<file path="src/rtl/mcmult_issue_ctrl.sv">
// Issue sequencer for the multi-cycle 5x5-slice multiplier: holds one op in flight,
// drives start/mode/a/b for 1/2/4 cycles, captures and sign-extends the result.
module mcmult_issue_ctrl #(
  parameter int N     = 8,
  parameter int M     = 8,
  parameter int OUT_W = 18
) (
  input  logic             clk,
  input  logic             rst,
  input  logic             req_valid,
  output logic             req_ready,
  input  logic [1:0]       req_mode,
  input  logic [N-1:0]     req_a,
  input  logic [M-1:0]     req_b,
  output logic             mul_start,
  output logic [1:0]       mul_mode,
  output logic [N-1:0]     mul_a,
  output logic [M-1:0]     mul_b,
  input  logic [OUT_W-1:0] mul_out,
  output logic             rsp_valid,
  input  logic             rsp_ready,
  output logic [OUT_W-1:0] rsp_data,
  output logic [1:0]       rsp_mode,
  output logic             busy
);
  localparam int SW = $clog2(OUT_W);

  typedef enum logic [1:0] {IDLE, RUN, DONE} state_t;
  state_t state, state_nxt;

  logic [1:0]      cnt;
  logic [1:0]      last;
  logic            accept;
  logic            fin;
  logic [SW-1:0]   sh;
  logic [OUT_W-1:0] shl;
  logic [OUT_W-1:0] sext;

  assign last      = (mul_mode == 2'b00) ? 2'd0 : (mul_mode == 2'b01) ? 2'd1 : 2'd3;
  assign req_ready = (state == IDLE) | ((state == DONE) & rsp_ready);
  assign accept    = req_valid & req_ready;
  assign fin       = (state == RUN) && (cnt == last);
  assign mul_start = (state == RUN) && (cnt == 2'd0);
  assign rsp_valid = (state == DONE);
  assign busy      = (state != IDLE);

  // Left-justify the product's sign bit, then arithmetic-shift back down.
  assign sh   = (mul_mode == 2'b00) ? SW'(OUT_W-10) :
                (mul_mode == 2'b01) ? SW'(OUT_W-12) : SW'(OUT_W-16);
  assign shl  = mul_out << sh;
  assign sext = OUT_W'($signed(shl) >>> sh);

  always_ff @(posedge clk) begin
    if (rst) state <= IDLE;
    else     state <= state_nxt;
  end

  always_comb begin
    state_nxt = state;
    case (state)
      IDLE:    if (req_valid) state_nxt = RUN;
      RUN:     if (fin) state_nxt = DONE;
      DONE:    if (rsp_ready) state_nxt = req_valid ? RUN : IDLE;
      default: state_nxt = IDLE;
    endcase
  end

  always_ff @(posedge clk) begin
    if (rst) begin
      cnt      <= '0;
      mul_mode <= '0;
      mul_a    <= '0;
      mul_b    <= '0;
      rsp_data <= '0;
      rsp_mode <= '0;
    end else begin
      if (accept) begin
        mul_mode <= req_mode;
        mul_a    <= req_a;
        mul_b    <= req_b;
        cnt      <= '0;
      end else if ((state == RUN) && !fin) begin
        cnt <= cnt + 2'd1;
      end
      if (fin) begin
        rsp_data <= sext;
        rsp_mode <= mul_mode;
      end
    end
  end
endmodule

</file>
<file path="config.mk">
export PLATFORM = sky130hd
export DESIGN_NAME = mcmult_issue_ctrl
export DESIGN_NICKNAME = d
export VERILOG_FILES = /design/src/rtl/mcmult_issue_ctrl.sv
export SDC_FILE = /design/constraint.sdc
export NUM_CORES = 1
export LEC_CHECK = 0
export ABC_AREA = 1
export CORE_MARGIN = 10
export CORE_UTILIZATION = 34
export CTS_CLUSTER_SIZE = 30
export DETAILED_ROUTE_END_ITERATION = 10
export GPL_TIMING_DRIVEN = 0
export PLACE_DENSITY = 0.67
export SLEW_MARGIN = 30
export SYNTH_ARGS = -nofsm -noshare
export SYNTH_HDL_FRONTEND = slang
export SYNTH_SLANG_ARGS = --single-unit
</file>
<file path="constraint.sdc">
create_clock -name clk -period 2.5 [get_ports clk]
set_input_delay 0.625 -clock clk [delete_from_list [all_inputs] [get_ports clk]]
set_output_delay 0.625 -clock clk [all_outputs]
set_load 0.03 [all_outputs]
</file>
After elaboration in Yosys (flattened, before gate mapping)
Cells that the tools add are included.
Storage, ports and cells
  register bits: 42
  input bits: 40
  word-level logic and storage cells: 39
Cells by class
  add/subtract/negate cells: 1
  equal/unequal tests: 7
  shift operators: 2
  multiplexer cells: 9
  bitwise logic cells: 3
  reduce and logical (&&, ||, !) cells: 10
Operators by type and width (number)
  $shl A18 B4 Y18: 1
  $sshr A18 B4 Y18: 1
  $mux W2: 5
  $logic_not A2 Y1: 3
  $pmux W2 S3: 1
  $eq A2 B1 Y1 const B: 2
  $mux W4: 1
  $ne A2 B2 Y1 const B: 2
  $logic_and A1 B1 Y1: 3
  $mux W3: 1
  $reduce_and A3 Y1: 1
  $add A2 B1 Y2 const B: 1
  $and A1 B1 Y1: 2
  $eq A2 B2 Y1: 1
  $eq A2 B2 Y1 const B: 1
  $ne A2 B1 Y1 const B: 1
  $reduce_bool A2 Y1: 1
  $reduce_or A2 Y1: 1
  $logic_not A1 Y1: 1
  $mux W1: 1
  $or A1 B1 Y1: 1

Depth between registers and ports, before layout
  word-level depth: 7
  mapped depth: 10
  mapped depth without buffers: 9

Least setup slack after synthesis
OpenSTA, ideal clock, no wires.
  path kind: in2reg
  start point: in rsp_ready
  end point: reg mul_a[0]
  setup time: 0.065 ns
  arrival time: 1.755 ns
  data required time: 2.435 ns
  path slack: 0.681 ns
  stages on the path: 7
  buffers on the path: 1
  path through: nor2_1 -> nor2_1 -> nand2_1 -> clkinv_1 -> buf_2 -> nor2_1 -> nor2_1
Between the ends
  word-level cells in the longest chain between the ends: 3
RTL lines
  from (decl): RTL line 21  | input logic rsp_ready,
  $and A1 B1 Y1: RTL line 40  | assign req_ready = (state == IDLE) | ((state == DONE) & rsp_ready);
  $or A1 B1 Y1: RTL line 40
  named net req_ready: RTL line 11  | output logic req_ready,
  $and A1 B1 Y1: RTL line 41  | assign accept = req_valid & req_ready;
  to (signal assigned): RTL line 79  | mul_a <= req_a;
  to (decl): RTL line 17  | output logic [N-1:0] mul_a,
The timed path passes the listed nets, and every way through them passes these cells.
A chain may end at the register's enable or synchronous reset.

Final worst setup path
  start point: in rsp_ready
  end point: out req_ready
Between the ends
  word-level cells in the longest chain between the ends: 2
RTL lines (RTL line)
  $and A1 B1 Y1: 40
  $or A1 B1 Y1: 40
  to (decl): 11
No other way between the ends.

==> impl_metrics.json <==
{
  "grt_max_degree": 16,
  "hp-class": "reg2reg",
  "diodes": 0,
  "slew_viol_final": 0,
  "final_area_um2": 2624,
  "clock_path_buffers": 2,
  "cts_made_buffers": 5,
  "wl_um": 5026,
  "yosys.area.top_type_share_pct": 50.49,
  "arrival_ns": 1.67,
  "synth.distinct_cells": 23,
  "h-tree-depth": 2,
  "hold_ws_ns": 0.4680,
  "cp-start-kind": "input port",
  "fin_skew_ns": 0.01022,
  "syn-cell-area_um2": 1665,
  "final-setup-viol-count": 0,
  "end_kind": "primary output",
  "antenna_found_initial": 0,
  "synth_fp_nets": 263,
  "fmax_ghz": 0.4359,
  "syn2layout_area_growth_pct": 57.55,
  "cts_root_buf": "clkbuf_8",
  "tightestPinTransition_ns": 0.4650,
  "start_util_pct": 35.26,
  "fin_setup_tns_ns": 0,
  "ys_seq_area_share_pct": 50.49,
  "ys_ff_latch": 42,
  "yosysWarnings": 0,
  "ant_nets": 0,
  "syn_area_per_cell_um2": 7.502,
  "grt_first_pass_wirelength_um": 8142,
  "vias": 1698,
  "max_slew_margin_pct": 69.00,
  "clkTransAtPathRegs_ns": 0.08,
  "dp_hpwl_um": 3900,
  "crit_type": "in2out",
  "cp_data_required_time_ns": 1.88,
  "maxCapViolCount": 0,
  "hold_violations": 0,
  "dieHeight_um": 89.99,
  "overflow": 0,
  "place.gp.congestion": 0.7739,
  "cts_sinks": 42,
  "post_cts_buffers": 0,
  "ios": 82,
  "avgRoutedWirePerCell_um": 13.40,
  "port_buffers": 78,
  "crit_fanout": 2,
  "rsz0062_at_grt": "no",
  "grt_use_total_pct": 12.11,
  "drc": 0,
  "rows": 25,
  "drive_above_1_share_pct": 7.792,
  "power.density_nw_per_um2": 674.6,
  "die_w_um": 89.99,
  "grt_pass1_vias": 1588,
  "coreArea_um2": 4723,
  "clk_latency_ns": 0.30,
  "cts_resized": 1,
  "die_area_um2": 8097,
  "cts_tree": "built",
  "layout_min_cycle_time_ns": 2.294,
  "first_pass_iters": 4,
  "viasPerCell": 4.528,
  "ir_worst_vdd_uv": 397.5,
  "placed_area_um2": 2530,
  "status": "finished clean",
  "nets": 348,
  "synth_area_leader_cell": "dfxtp_1",
  "dr.first_iter.drc_count": 67,
  "timing.final.crit_share_pct": 91.76,
  "total_leakage_power_nw": 1.087,
  "syn-instance-count": 222,
  "cts_hold_buf": 0,
  "synth_area_leaders": "dfxtp_1 50%, nor2_1 15%, o21ai_0 9.6%"
}
final timing paths:
| check | slack, ns | from | end | cells past startpoint |
|---|---|---|---|---|
| max | 0.21 | rsp_ready | req_ready | 4 |
| min reg2reg | 0.47 | rsp_data[14] | rsp_data[14] | 2 |
| min | 0.47 | rsp_data[14] | rsp_data[14] | 2 |
| max reg2reg | 1.03 | mul_mode[1] | rsp_data[9] | 10 |
cell usage after synthesis:
master and count:
nand2_4 1, inv_2 4, clkinv_1 1, nand4_1 1, nand2_2 3, nor2_8 1, clkbuf_1 6, a21oi_1 11
nand2_1 30, o21ai_0 32, buf_6 3, inv_1 6, dfxtp_1 42, xor2_1 1, nor2_1 67, nand3_1 4
buf_2 1, a21boi_0 1, ha_1 1, or2_2 1, xnor2_1 1, nor2_2 2, o21ai_1 2
report_power, final:
group / internal (mW) / switching, mW
sequential: 0.733 / 0.0342
combinational: 0.231 / 0.315
clock: 0.200 / 0.257
placed cells by master, fill, tap and decap left out:
cell type	n
ha_1	1
inv_1	6
nand2_1	30
buf_6	3
clkinvlp_4	2
nand2_2	3
o21ai_1	2
nand4_1	1
dlymetal6s2s_1	1
inv_6	1
inv_2	4
clkbuf_8	5
dfxtp_1	42
nor2_2	2
nor2_8	1
clkbuf_1	6
nor2_1	67
o21ai_0	32
nand3_1	4
dlygate4sd2_1	1
a21boi_0	1
buf_2	1
xor2_1	1
nand2_4	1
a21oi_1	11
clkinv_1	1
xnor2_1	1
clkdlybuf4s50_1	76
or2_2	1
registers in the layout, indices dropped and copies added, names as in the netlist:
name and flops:
rsp_data 18, state 2, mul_a 8, cnt 2, rsp_mode 2, mul_b 8, mul_mode 2
routing by layer:
layer  routed length, um  GRT usage [%]
met4                  33          2.785
met3                 475          6.567
met2                2282          18.70
met5                   0              0
met1                2234          14.39
worst max-delay path: stages:
cell and delay (ns):
clkdlybuf4s50_1 0.48, nor2_1 0.05, nor2_1 0.10, dlygate4sd2_1 0.41
cell type report:
| cell class | count | area [um^2] |
|---|---|---|
| buffer | 10 | 61.31 |
| timing repair buffer | 78 | 782.0 |
| multi-input combinational | 159 | 721.9 |
| clock inverter | 3 | 23.77 |
| inverter | 11 | 41.29 |
| fill | 460 | 2100 |
| clock buffer | 5 | 68.82 |
| tap | 67 | 83.83 |
| sequential | 42 | 840.8 |
through the flow:
stage	total power, mW	util [%]	worst slack (ns)	cells
finish	1.770	55.55	0.2059	375
global route	1.869	55.55	0.1563	375
detailed placement	1.336	53.56	-0.07950	367
CTS	1.797	55.50	0.006932	375
floorplan	1.098	-	0.6807	222
global placement	1.332	53.56	-0.07729	367
cell families (layout without fill, tap and decap cells):
family | Yosys count | count (layout) | synth area share, %
and+or+nand+nor | 110 | 110 | 27.57
AOI/OAI and AO/OA | 46 | 46 | 13.97
DFF | 42 | 42 | 50.49
buffers and inverters | 21 | 107 | 6.160
xor gates and xnor gates | 2 | 2 | 1.052
adders and majority gates | 1 | 1 | 0.7512
(Power assumes the default switching activity.)
